## src/rtl/cmd_sequencer.sv

```systemverilog
// Buffers up to DEPTH 16-bit commands and plays them to RemoteComm one at a time.
// Each command must be acknowledged with POS_ACK before the next one is sent.
module cmd_sequencer #(
  parameter int          DEPTH   = 16,
  parameter int          TIMEOUT = 2_000_000,
  parameter logic [7:0]  POS_ACK = 8'hA5
) (
  input  logic                       clk,
  input  logic                       rst,
  input  logic                       load,
  input  logic [15:0]                load_data,
  input  logic                       start,
  input  logic                       clr,
  output logic [15:0]                cmd,
  output logic                       send_cmd,
  input  logic                       cmd_sent,
  input  logic                       resp_rdy,
  input  logic [7:0]                 resp,
  output logic                       busy,
  output logic                       done,
  output logic                       err,
  output logic [1:0]                 err_code,
  output logic [$clog2(DEPTH)-1:0]   err_idx,
  output logic [$clog2(DEPTH):0]     fill,
  output logic                       full
);

  localparam int IW = $clog2(DEPTH);
  localparam int TW = (TIMEOUT > 1) ? $clog2(TIMEOUT) : 1;
  localparam logic [TW-1:0] TMAX    = TW'(TIMEOUT - 1);
  localparam logic [IW:0]   DEPTH_F = (IW + 1)'(DEPTH);

  typedef enum logic [2:0] {
    S_IDLE,
    S_SEND,
    S_WAIT_SENT,
    S_WAIT_RESP,
    S_DONE,
    S_ERR
  } state_t;

  state_t          state_q, state_d;
  logic [15:0]     mem_q [DEPTH];
  logic [IW:0]     fill_q, fill_d;
  logic [IW-1:0]   idx_q, idx_d;
  logic [TW-1:0]   cnt_q, cnt_d;
  logic [15:0]     cmd_q, cmd_d;
  logic [1:0]      err_code_q, err_code_d;
  logic [IW-1:0]   err_idx_q, err_idx_d;
  logic            send_q, busy_q, done_q, err_q;
  logic            wr_en;
  logic            full_w;
  logic            last_w;
  logic [IW-1:0]   idx_nxt;

  assign full_w  = (fill_q == DEPTH_F);
  assign last_w  = ({1'b0, idx_q} == (fill_q - (IW + 1)'(1)));
  assign idx_nxt = idx_q + IW'(1);

  always_comb begin
    state_d    = state_q;
    fill_d     = fill_q;
    idx_d      = idx_q;
    cnt_d      = cnt_q;
    cmd_d      = cmd_q;
    err_code_d = err_code_q;
    err_idx_d  = err_idx_q;
    wr_en      = 1'b0;

    case (state_q)
      S_IDLE: begin
        if (load && !full_w) begin
          wr_en  = 1'b1;
          fill_d = fill_q + (IW + 1)'(1);
        end
        if (start) begin
          if (fill_d != '0) begin
            idx_d   = '0;
            state_d = S_SEND;
            // A word loaded in the same cycle into slot 0 is not in mem_q yet.
            cmd_d   = (wr_en && (fill_q == '0)) ? load_data : mem_q[0];
          end else begin
            state_d = S_DONE;
          end
        end
      end

      S_SEND: begin
        state_d = S_WAIT_SENT;
      end

      S_WAIT_SENT: begin
        if (cmd_sent) begin
          cnt_d   = '0;
          state_d = S_WAIT_RESP;
        end
      end

      S_WAIT_RESP: begin
        if (cnt_q != TMAX) begin
          cnt_d = cnt_q + TW'(1);
        end
        if (resp_rdy) begin
          if (resp == POS_ACK) begin
            if (last_w) begin
              state_d = S_DONE;
            end else begin
              idx_d   = idx_nxt;
              cmd_d   = mem_q[idx_nxt];
              state_d = S_SEND;
            end
          end else begin
            err_code_d = 2'b01;
            err_idx_d  = idx_q;
            state_d    = S_ERR;
          end
        end else if (cnt_q == TMAX) begin
          err_code_d = 2'b10;
          err_idx_d  = idx_q;
          state_d    = S_ERR;
        end
      end

      S_DONE, S_ERR: begin
        if (clr) begin
          state_d    = S_IDLE;
          fill_d     = '0;
          err_code_d = 2'b00;
          err_idx_d  = '0;
        end
      end

      default: begin
        state_d = S_IDLE;
      end
    endcase
  end

  always_ff @(posedge clk) begin
    if (rst) begin
      state_q    <= S_IDLE;
      fill_q     <= '0;
      idx_q      <= '0;
      cnt_q      <= '0;
      cmd_q      <= '0;
      err_code_q <= 2'b00;
      err_idx_q  <= '0;
      send_q     <= 1'b0;
      busy_q     <= 1'b0;
      done_q     <= 1'b0;
      err_q      <= 1'b0;
    end else begin
      state_q    <= state_d;
      fill_q     <= fill_d;
      idx_q      <= idx_d;
      cnt_q      <= cnt_d;
      cmd_q      <= cmd_d;
      err_code_q <= err_code_d;
      err_idx_q  <= err_idx_d;
      // Status outputs are registered decodes of the upcoming state.
      send_q     <= (state_d == S_SEND);
      busy_q     <= (state_d == S_SEND) || (state_d == S_WAIT_SENT) ||
                    (state_d == S_WAIT_RESP);
      done_q     <= (state_d == S_DONE);
      err_q      <= (state_d == S_ERR);
    end
  end

  always_ff @(posedge clk) begin
    if (wr_en) begin
      mem_q[fill_q[IW-1:0]] <= load_data;
    end
  end

  assign cmd      = cmd_q;
  assign send_cmd = send_q;
  assign busy     = busy_q;
  assign done     = done_q;
  assign err      = err_q;
  assign err_code = err_code_q;
  assign err_idx  = err_idx_q;
  assign fill     = fill_q;
  assign full     = full_w;

endmodule

```

## config.mk

```make
export PLATFORM = sky130hd
export DESIGN_NAME = cmd_sequencer
export DESIGN_NICKNAME = d
export VERILOG_FILES = /design/src/rtl/cmd_sequencer.sv
export SDC_FILE = /design/constraint.sdc
export NUM_CORES = 1
export LEC_CHECK = 0
export BUFFER_PORTS_ARGS = -buffer_cell sky130_fd_sc_hd__buf_2
export CAP_MARGIN = 20
export CORE_MARGIN = 8
export CORE_UTILIZATION = 25
export CTS_CLUSTER_SIZE = 25
export DETAILED_ROUTE_END_ITERATION = 10
export PLACE_DENSITY = 0.46
export SYNTH_ARGS = -nofsm -noshare
export SYNTH_HDL_FRONTEND = slang
export SYNTH_SLANG_ARGS = --single-unit
export TNS_END_PERCENT = 10
```

## constraint.sdc

```tcl
create_clock -name clk -period 4.15 [get_ports clk]
set_input_delay 0.6225 -clock clk [delete_from_list [all_inputs] [get_ports clk]]
set_output_delay 0.6225 -clock clk [all_outputs]
set_load 0.005 [all_outputs]
```

# Word level (Yosys, flattened, before mapping)

Memory sizes are Yosys's and may differ from the RTL's.
Cells that the tools add are included.

Bits in registers: 59
Bits in writable memories: 256
Input port bits: 31
Output and inout bits: 32
Logic and storage cells: 102
Memories kept: 1

Add/subtract/negate cells: 4
Equality and inequality tests: 25
Multiplexer cells: 44
Reduce and logical (&&, ||, !) cells: 17

Memories:

| memory | words | bits a word | rd ports | clocked after Yosys merged registers in | wr ports | RTL line | text |
|---|---|---|---|---|---|---|---|
| mem_q  | 16    | 16          | 2        | 0                                       | 1        | 43       | `logic [15:0] mem_q [DEPTH];` |

Operator list:

| operator                | count |
|---|---|
| $mux W16                | 6 |
| $mux W21                | 2 |
| $pmux W21 S2            | 1 |
| $mux W4                 | 9 |
| $pmux W16 S2            | 1 |
| $mux W3                 | 8 |
| $add A21 B1 Y21 const B | 1 |
| $eq A21 B21 Y1 const B  | 1 |
| $ne A21 B21 Y1 const B  | 1 |
| $ne A2 B2 Y1 const B    | 8 |
| $pmux W4 S2             | 2 |
| $mux W5                 | 3 |
| $pmux W3 S5             | 1 |
| $eq A3 B2 Y1 const B    | 4 |
| $eq A3 B3 Y1 const B    | 4 |
| $pmux W5 S2             | 1 |
| $eq A8 B8 Y1 const B    | 1 |
| $mux W2                 | 4 |
| $reduce_bool A2 Y1      | 4 |
| $eq A3 B1 Y1 const B    | 2 |
| $ne A3 B3 Y1 const B    | 2 |
| $reduce_and A6 Y1       | 1 |
| $add A5 B1 Y5 const B   | 1 |
| $eq A4 B5 Y1            | 1 |
| other kinds (15)        | 21 |

# Longest topological paths before layout

Gate-level depths: netlist of the first run.

Depth in word-level cells: 12
Gate-level depth with buffers: 11
Gate-level depth less buffers: 8

# Worst setup path after synthesis of the first run

No wires, ideal clock.

Path kind: reg2reg
Start: reg fill_q[0], in the netlist fill[0]
End: reg fill_q[4], in the netlist fill[4]
Library setup time: 0.065 ns
Arrival time: 2.399 ns
Data required time: 4.085 ns
Slack: 1.686 ns
Stages on the path, launching flop included: 10
Path buffers: 1
Period minus slack after synthesis: 2.464 ns
Cell sequence: dfxtp_1 -> clkbuf_1 -> inv_1 -> ha_1 -> nand4bb_4 -> nand3_1 -> nor2_1 -> and2_1 -> mux2_2 -> nor2_1

Cells in the longest elaborated chain, start to end: 6
Elaborated cells between the ends (all ways): 7
Those cells by class: add/sub: 1; eq/ne: 1; mux: 3; reduce/logical: 2

RTL lines:

| item                                                  | RTL line | text |
|---|---|---|
| start, declared                                       | 44       | `logic [IW:0] fill_q, fill_d;` |
| start signal, assigned                                | 154      | `fill_q <= fill_d;` |
| branches (longest 3 deep; another with $add A5 B1 Y5) | n/a      |  |
| $mux W5 *                                             | 72       | `if (load && !full_w) begin` |
| $mux W5 *                                             | 70       | `case (state_q)` |
| $pmux W5 S2 *                                         | 70       |  |

Mark *: on every way between the ends. The select of a mux whose other input is x is not followed.
A chain may end at the register's enable or synchronous reset.

# Worst setup path after layout of the first run

Start: reg fill_q[0], in the netlist fill[0]
End: reg cmd_q[7], in the netlist cmd[7]

Cells in the longest elaborated chain, start to end: 10
Elaborated cells between the ends (all ways): 20
Those cells by class: add/sub: 2; eq/ne: 4; mux: 8; reduce/logical: 6

RTL lines:

| item                                                   | RTL line | text |
|---|---|---|
| branches (longest 10 deep; another with $add A5 B1 Y5) | n/a      |  |
| end signal, assigned                                   | 157      | `cmd_q <= cmd_d;` |
| end, declared                                          | 47       | `logic [15:0] cmd_q, cmd_d;` |

Parallel ways; which one is timed is not known. The select of a mux whose other input is x is not followed.

==> results.json, run 1 <==
{
  "drtAntennaViolNets": 0,
  "power.total_w": 0.00785,
  "dp_hpwl_um": 20100,
  "critPathArrivalTime_ns": 3.24,
  "drive_gt1_share_pct": 24.4,
  "die_area_um2": 60600,
  "maxCapViolCount": 0,
  "grt_first_pass_wirelength_um": 52500,
  "post_synth_num_cell_types": 70,
  "hold_buffers": 0,
  "worst_slack_ns": 1.28,
  "yosysWarnings": 0,
  "period_needed_ns": 2.87,
  "numPortBuffers": 62,
  "die_height_um": 246,
  "crit_chain": "inv_1, ha_1, nand4bb_4, a2111o_1, nand3_1, o221a_2, nor2_2, o21ai_0",
  "nNetsFinal": 934,
  "ys_async_sr_fraction_pct": 0,
  "finalHoldViolations": 0,
  "required_ns": 4.51,
  "ir_worst_vdd_uv": 278,
  "synth_edf_count": 256,
  "cts_resized": 0,
  "worst_slew_pin_slew_ns": 1.11,
  "max-slew-margin-rel_pct": 25.9,
  "end_kind": "register",
  "drv_slew": 0,
  "drt_iter0_drc": 592,
  "htreeDepth": 2,
  "hp-start": "resp_rdy",
  "synth-seq-area-share_pct": 67.0,
  "fp.dieW_um": 246,
  "grt_max_degree": 44,
  "wirelength_um": 34800,
  "rsz0062_at_grt": "no",
  "cpPeakStageDelay_ns": 0.67,
  "cts_made_buffers": 34,
  "cts_setup_buffers": 0,
  "crit_slowest_cell": "nor2_2",
  "r2r_slack_ns": 1.28,
  "drt_first_pass_iters": 5,
  "avgSynthCellArea_um2": 16.2,
  "clk_latency_ns": 0.53,
  "gp_congestion": 0.708,
  "core_area_um2": 52400,
  "syn_area_um2": 13200,
  "gr-usage-all-layers_pct": 11.4,
  "crit_type": "reg2reg",
  "clkTransAtPathRegs_ns": 0.06,
  "grt_pass1_vias": 7877,
  "syn_nets": 856,
  "critPathMaxFanout": 17,
  "p_leak_nw": 4.88,
  "synth-seq-cells": 315,
  "timing.setup.tns_ns": 0,
  "status": "finished, final reports clean",
  "initial_core_util_pct": 25.2,
  "antenna_cells": 0,
  "cp-start-kind": "register",
  "io_pins": 63,
  "skew_ns": 0.0222,
  "critPathLaunch": "fill[0]",
  "fin_crit_sh_pct": 69.3,
  "antenna_found_initial": 1,
  "drc_errors": 0,
  "r2r_start": "fill[0]",
  "dp_slack_ns": 1.20,
  "fmaxAchievable_mhz": 348,
  "setup_violations": 0,
  "powerDensity_nw_per_um2": 506,
  "hp-class": "in2reg",
  "vias": 7536,
  "vias_per_cell": 4.68,
  "cts_root_buffer": "clkbuf_16",
  "ys.flop_type": "edfxtp_1",
  "cts_sinks": 315,
  "area_growth_pct": 17.1,
  "grt_remaining_overflow": 0,
  "cts_tree": "yes",
  "cts_buffer_depth": 3,
  "syn_inst": 818,
  "rows": 84,
  "drt-wirelength-per-cell_um": 21.6
}
worst max-delay path, delay by kind of cell, from the launching register on:
kind            cells  cell delay (ns)
compound gates      3             0.72
fa+ha+maj           1             0.31
buf+inv             1             0.15
flops               1             0.58
simple gates        3             0.94
report_power, final:
part	switching [W]	total [W]	internal [W]
combinational	0.000724	0.00115	0.000427
clock	0.00126	0.00294	0.00168
sequential	0.000164	0.00376	0.00360
cell type report:
type                            instances  area, µm²
Multi-Input combinational cell        445       4130
Clock buffer                           47        951
Clock inverter                         14        109
Sequential cell                       315       8870
Timing Repair Buffer                   91        541
Fill cell                            5230      36900
Inverter                                9       33.8
Tap cell                              688        861
state kept, by name, indices dropped and copies added (netlist names):
name,flops
mem_q,256
cnt_q,21
cmd,16
fill,5
err_idx,4
idx_q,4
state_q,3
err_code,2
busy,1
done,1
err,1
send_cmd,1
metal layers:
layer / track usage, % / share of wire [%]
met4: 2.63 / 1.7
met3: 2.33 / 6.6
met1: 17.0 / 48
met5: 0 / 0.037
met2: 16.8 / 44
per-stage QoR:
step / instance area [µm²] / instances / utilization, % / hold slack, ns
2_1_floorplan: 13200 / 818 / - / 0.445
3_3_place_gp: 14400 / 1548 / 27.5 / 0.462
3_5_place_dp: 14400 / 1548 / 27.5 / 0.470
4_1_cts: 15500 / 1609 / 29.6 / 0.395
5_1_grt: 15500 / 1609 / 29.6 / 0.418
6_report: 15500 / 1609 / 29.6 / 0.422
logic make-up (layout without fill, tap and decap cells):
kind of cell	Yosys count	count (layout)	share of synthesized area, %
flops	315	315	67.0
simple gates	201	201	8.20
mux	113	113	14.6
compound gates	100	100	5.81
buf+inv	58	161	2.01
xor+xnor	24	24	1.69
fa+ha+maj	7	7	0.662
cell usage after synthesis, types with 4 or more instances:
cell	number	area share (%)
a221oi_1	16	1.1
and2_1	17	0.80
a21oi_1	17	0.64
a211oi_1	9	0.51
nand2_1	54	1.5
clkbuf_1	25	0.71
nand4_1	22	1.0
mux2i_1	46	3.5
mux4_2	64	11
o21ai_0	18	0.68
edfxtp_1	256	58
or3_1	4	0.19
nor3_1	6	0.23
ha_1	7	0.66
nor2_1	44	1.2
inv_1	9	0.26
buf_2	17	0.64
nand3_1	15	0.57
dfxtp_1	59	8.9
xnor2_1	22	1.5
a31oi_1	4	0.19
and3_1	12	0.57
o21a_1	4	0.23
worst paths after layout:
| path | endpoint | depth (start not counted) |
|---|---|---|
| setup reg to reg | cmd[7] | 8 |
| setup / recovery | cmd[7] | 8 |
| hold reg to reg | err_code[0] | 2 |
| hold / removal | err_code[0] | 3 |
layout by cell type, fill, tap and decap left out, drive strengths merged, types with 3 or more instances in the layout:
| cell type | netlist | final |
|---|---|---|
| edfxtp | 256 | 256 |
| buf | 23 | 91 |
| mux4 | 64 | 64 |
| dfxtp | 59 | 59 |
| nand2 | 54 | 54 |
| clkbuf | 26 | 47 |
| mux2i | 46 | 46 |
| nor2 | 45 | 45 |
| nand4 | 23 | 23 |
| xnor2 | 22 | 22 |
| o21ai | 21 | 21 |
| and2 | 18 | 18 |
| a21oi | 17 | 17 |
| a221oi | 16 | 16 |
| nand3 | 15 | 15 |
| and3 | 12 | 12 |
| inv | 9 | 11 |
| clkinv | 0 | 11 |
| a211oi | 10 | 10 |
| ha | 7 | 7 |
| nor3 | 6 | 6 |
| or3 | 5 | 5 |
| a31oi | 4 | 4 |
| o21a | 4 | 4 |
| nor3b | 3 | 3 |
| or4bb | 3 | 3 |
| or4 | 3 | 3 |
| a311oi | 3 | 3 |
| mux2 | 3 | 3 |
| a2111oi | 3 | 3 |
| a21boi | 3 | 3 |
| o21bai | 3 | 3 |
Note: power is estimated with default switching activity, not from simulation.
==> run 2, diff against run 1 <==
Settings changed: PLACE_DENSITY 0.46 to 0.48.
Clock period 4.15 ns to 2.3 ns, I/O delays scaled along.
==> results.json, run 2 (synthesis gave the netlist of run 1 again) <==
{
  "status": "finished, final reports clean",
  "drt-wirelength-per-cell_um": 21.2,
  "vias": 7763,
  "drt_first_pass_iters": 5,
  "grt_pass1_vias": 8070,
  "die_area_um2": 60600,
  "maxCapViolCount": 0,
  "period_needed_ns": 2.19,
  "crit_slowest_cell": "or4_1",
  "clkTransAtPathRegs_ns": 0.07,
  "powerDensity_nw_per_um2": 929,
  "rows": 84,
  "dp_hpwl_um": 21000,
  "grt_max_degree": 31,
  "crit_type": "reg2reg",
  "largest_reg_flops": 256,
  "worst_slew_pin_slew_ns": 0.642,
  "fmaxAchievable_mhz": 457,
  "hp-class": "in2reg",
  "hp-start": "load_data[4]",
  "skew_ns": 0.0213,
  "crit_family": "compound AO/OA/AOI/OAI gates",
  "clk_latency_ns": 0.54,
  "cts_buffer_depth": 3,
  "p_leak_nw": 5.22,
  "crit_chain": "buf_4, ha_1, and4b_1, o21ba_2, o221a_4, or4_1, a21oi_1",
  "gr-usage-all-layers_pct": 11.5,
  "final_cell_mix": "256 x edfxtp_1, 64 x mux4_2, 62 x buf_2",
  "numPortBuffers": 62,
  "critPathMaxFanout": 11,
  "cts_tree": "yes",
  "setup_violations": 0,
  "die_height_um": 246,
  "grt_remaining_overflow": 0,
  "drv_slew": 0,
  "r2r_slack_ns": 0.11,
  "drt_iter0_drc": 558,
  "critPathLaunch": "fill[0]",
  "io_pins": 63,
  "rsz0062_at_grt": "yes",
  "fin_crit_sh_pct": 95.2,
  "cts_root_buffer": "clkbuf_16",
  "core_area_um2": 52400,
  "end_kind": "register",
  "cts_sinks": 315,
  "drtAntennaViolNets": 0,
  "ir_worst_vdd_uv": 483,
  "max-slew-margin-rel_pct": 57.2,
  "finalHoldViolations": 0,
  "wirelength_um": 34900,
  "drc_errors": 0,
  "antenna_cells": 0,
  "fp.dieW_um": 246,
  "required_ns": 2.75,
  "critPathArrivalTime_ns": 2.64,
  "gp_congestion": 0.745,
  "cpPeakStageDelay_ns": 0.47,
  "nNetsFinal": 970,
  "layout_commonest_cell": "edfxtp_1",
  "fill_cells": 5177,
  "antenna_found_initial": 2,
  "grt_first_pass_wirelength_um": 53000,
  "cts_made_buffers": 35,
  "vias_per_cell": 4.71,
  "htreeDepth": 2,
  "hold_buffers": 0,
  "power.total_w": 0.0152,
  "crit_buf_inv": 1,
  "area_growth_pct": 23.3,
  "initial_core_util_pct": 25.2,
  "cp-start-kind": "register",
  "r2r_start": "fill[0]",
  "fin_hold_ws_ns": 0.190,
  "drive_gt1_share_pct": 28.5
}
[run 2: changes by cell type in the layout (fill, tap and decap cells not counted), sizes merged]
cell and delta:
clkinv -1, clkbuf -4, clkinvlp +3, buf +35, bufinv +5
[run 2: worst register-to-register path, delay by kind of cell (launching register included)]
kind / cells / cell delay, ns
compound gates: 3 / 0.71
simple gates: 2 / 0.68
flops: 1 / 0.31
buf+inv: 1 / 0.17
fa+ha+maj: 1 / 0.23
[run 2: worst paths after layout]
path / to / cells past startpoint
setup / recovery: idx_q[0] / 7
hold / removal: mem_q[13][4] / 1
setup reg to reg: idx_q[0] / 7
hold reg to reg: cmd[2] / 2
[run 2: final cells by class]
type | instances | area [µm²] | area share [%]
repair buffers | 126 | 1140 | 7.01
multi-input cells | 445 | 4170 | 25.6
inverters | 9 | 33.8 | 0.207
clock buffers | 43 | 926 | 5.67
flip-flops and latches | 315 | 8870 | 54.4
clock inverters | 21 | 312 | 1.91
well taps | 688 | 861 | 5.27
[run 2: report_power, final]
| part | switching, W | internal (W) | leakage, nW |
|---|---|---|---|
| Clock | 0.00240 | 0.00359 | 0.588 |
| Combinational | 0.00144 | 0.00102 | 1.84 |
| Sequential | 0.000216 | 0.00649 | 2.79 |
[run 2: through the flow]
| stage | cells | TNS, ns | cell area (µm²) | util [%] | worst slack, ns |
|---|---|---|---|---|---|
| finish | 1647 | 0 | 16300 | 31.1 | 0.110 |
| global route | 1647 | -0.0649 | 16300 | 31.1 | -0.0463 |
| CTS | 1647 | 0 | 16300 | 31.0 | 0.0299 |
| detailed placement | 1583 | -0.368 | 15000 | 28.7 | -0.0425 |
| global placement | 1583 | 0 | 15000 | 28.7 | 0.00755 |
| floorplan | 818 | -14.90 | 13200 | - | -0.138 |
[run 2: repair_timing]
item	4_1_cts	5_1_grt
resized for setup	1	8
setup buffers	0	0
setup endpoints to repair	9	28
pin swaps	0	1
[run 2: per-layer routing]
layer  up-vias  share of wire [%]  GRT usage [%]
li1       3493                  -              -
met5         -              0.037              0
met3        48                5.7           2.41
met2       208                 44           17.3
met1      4012                 49           16.8
met4         2                1.6           2.61
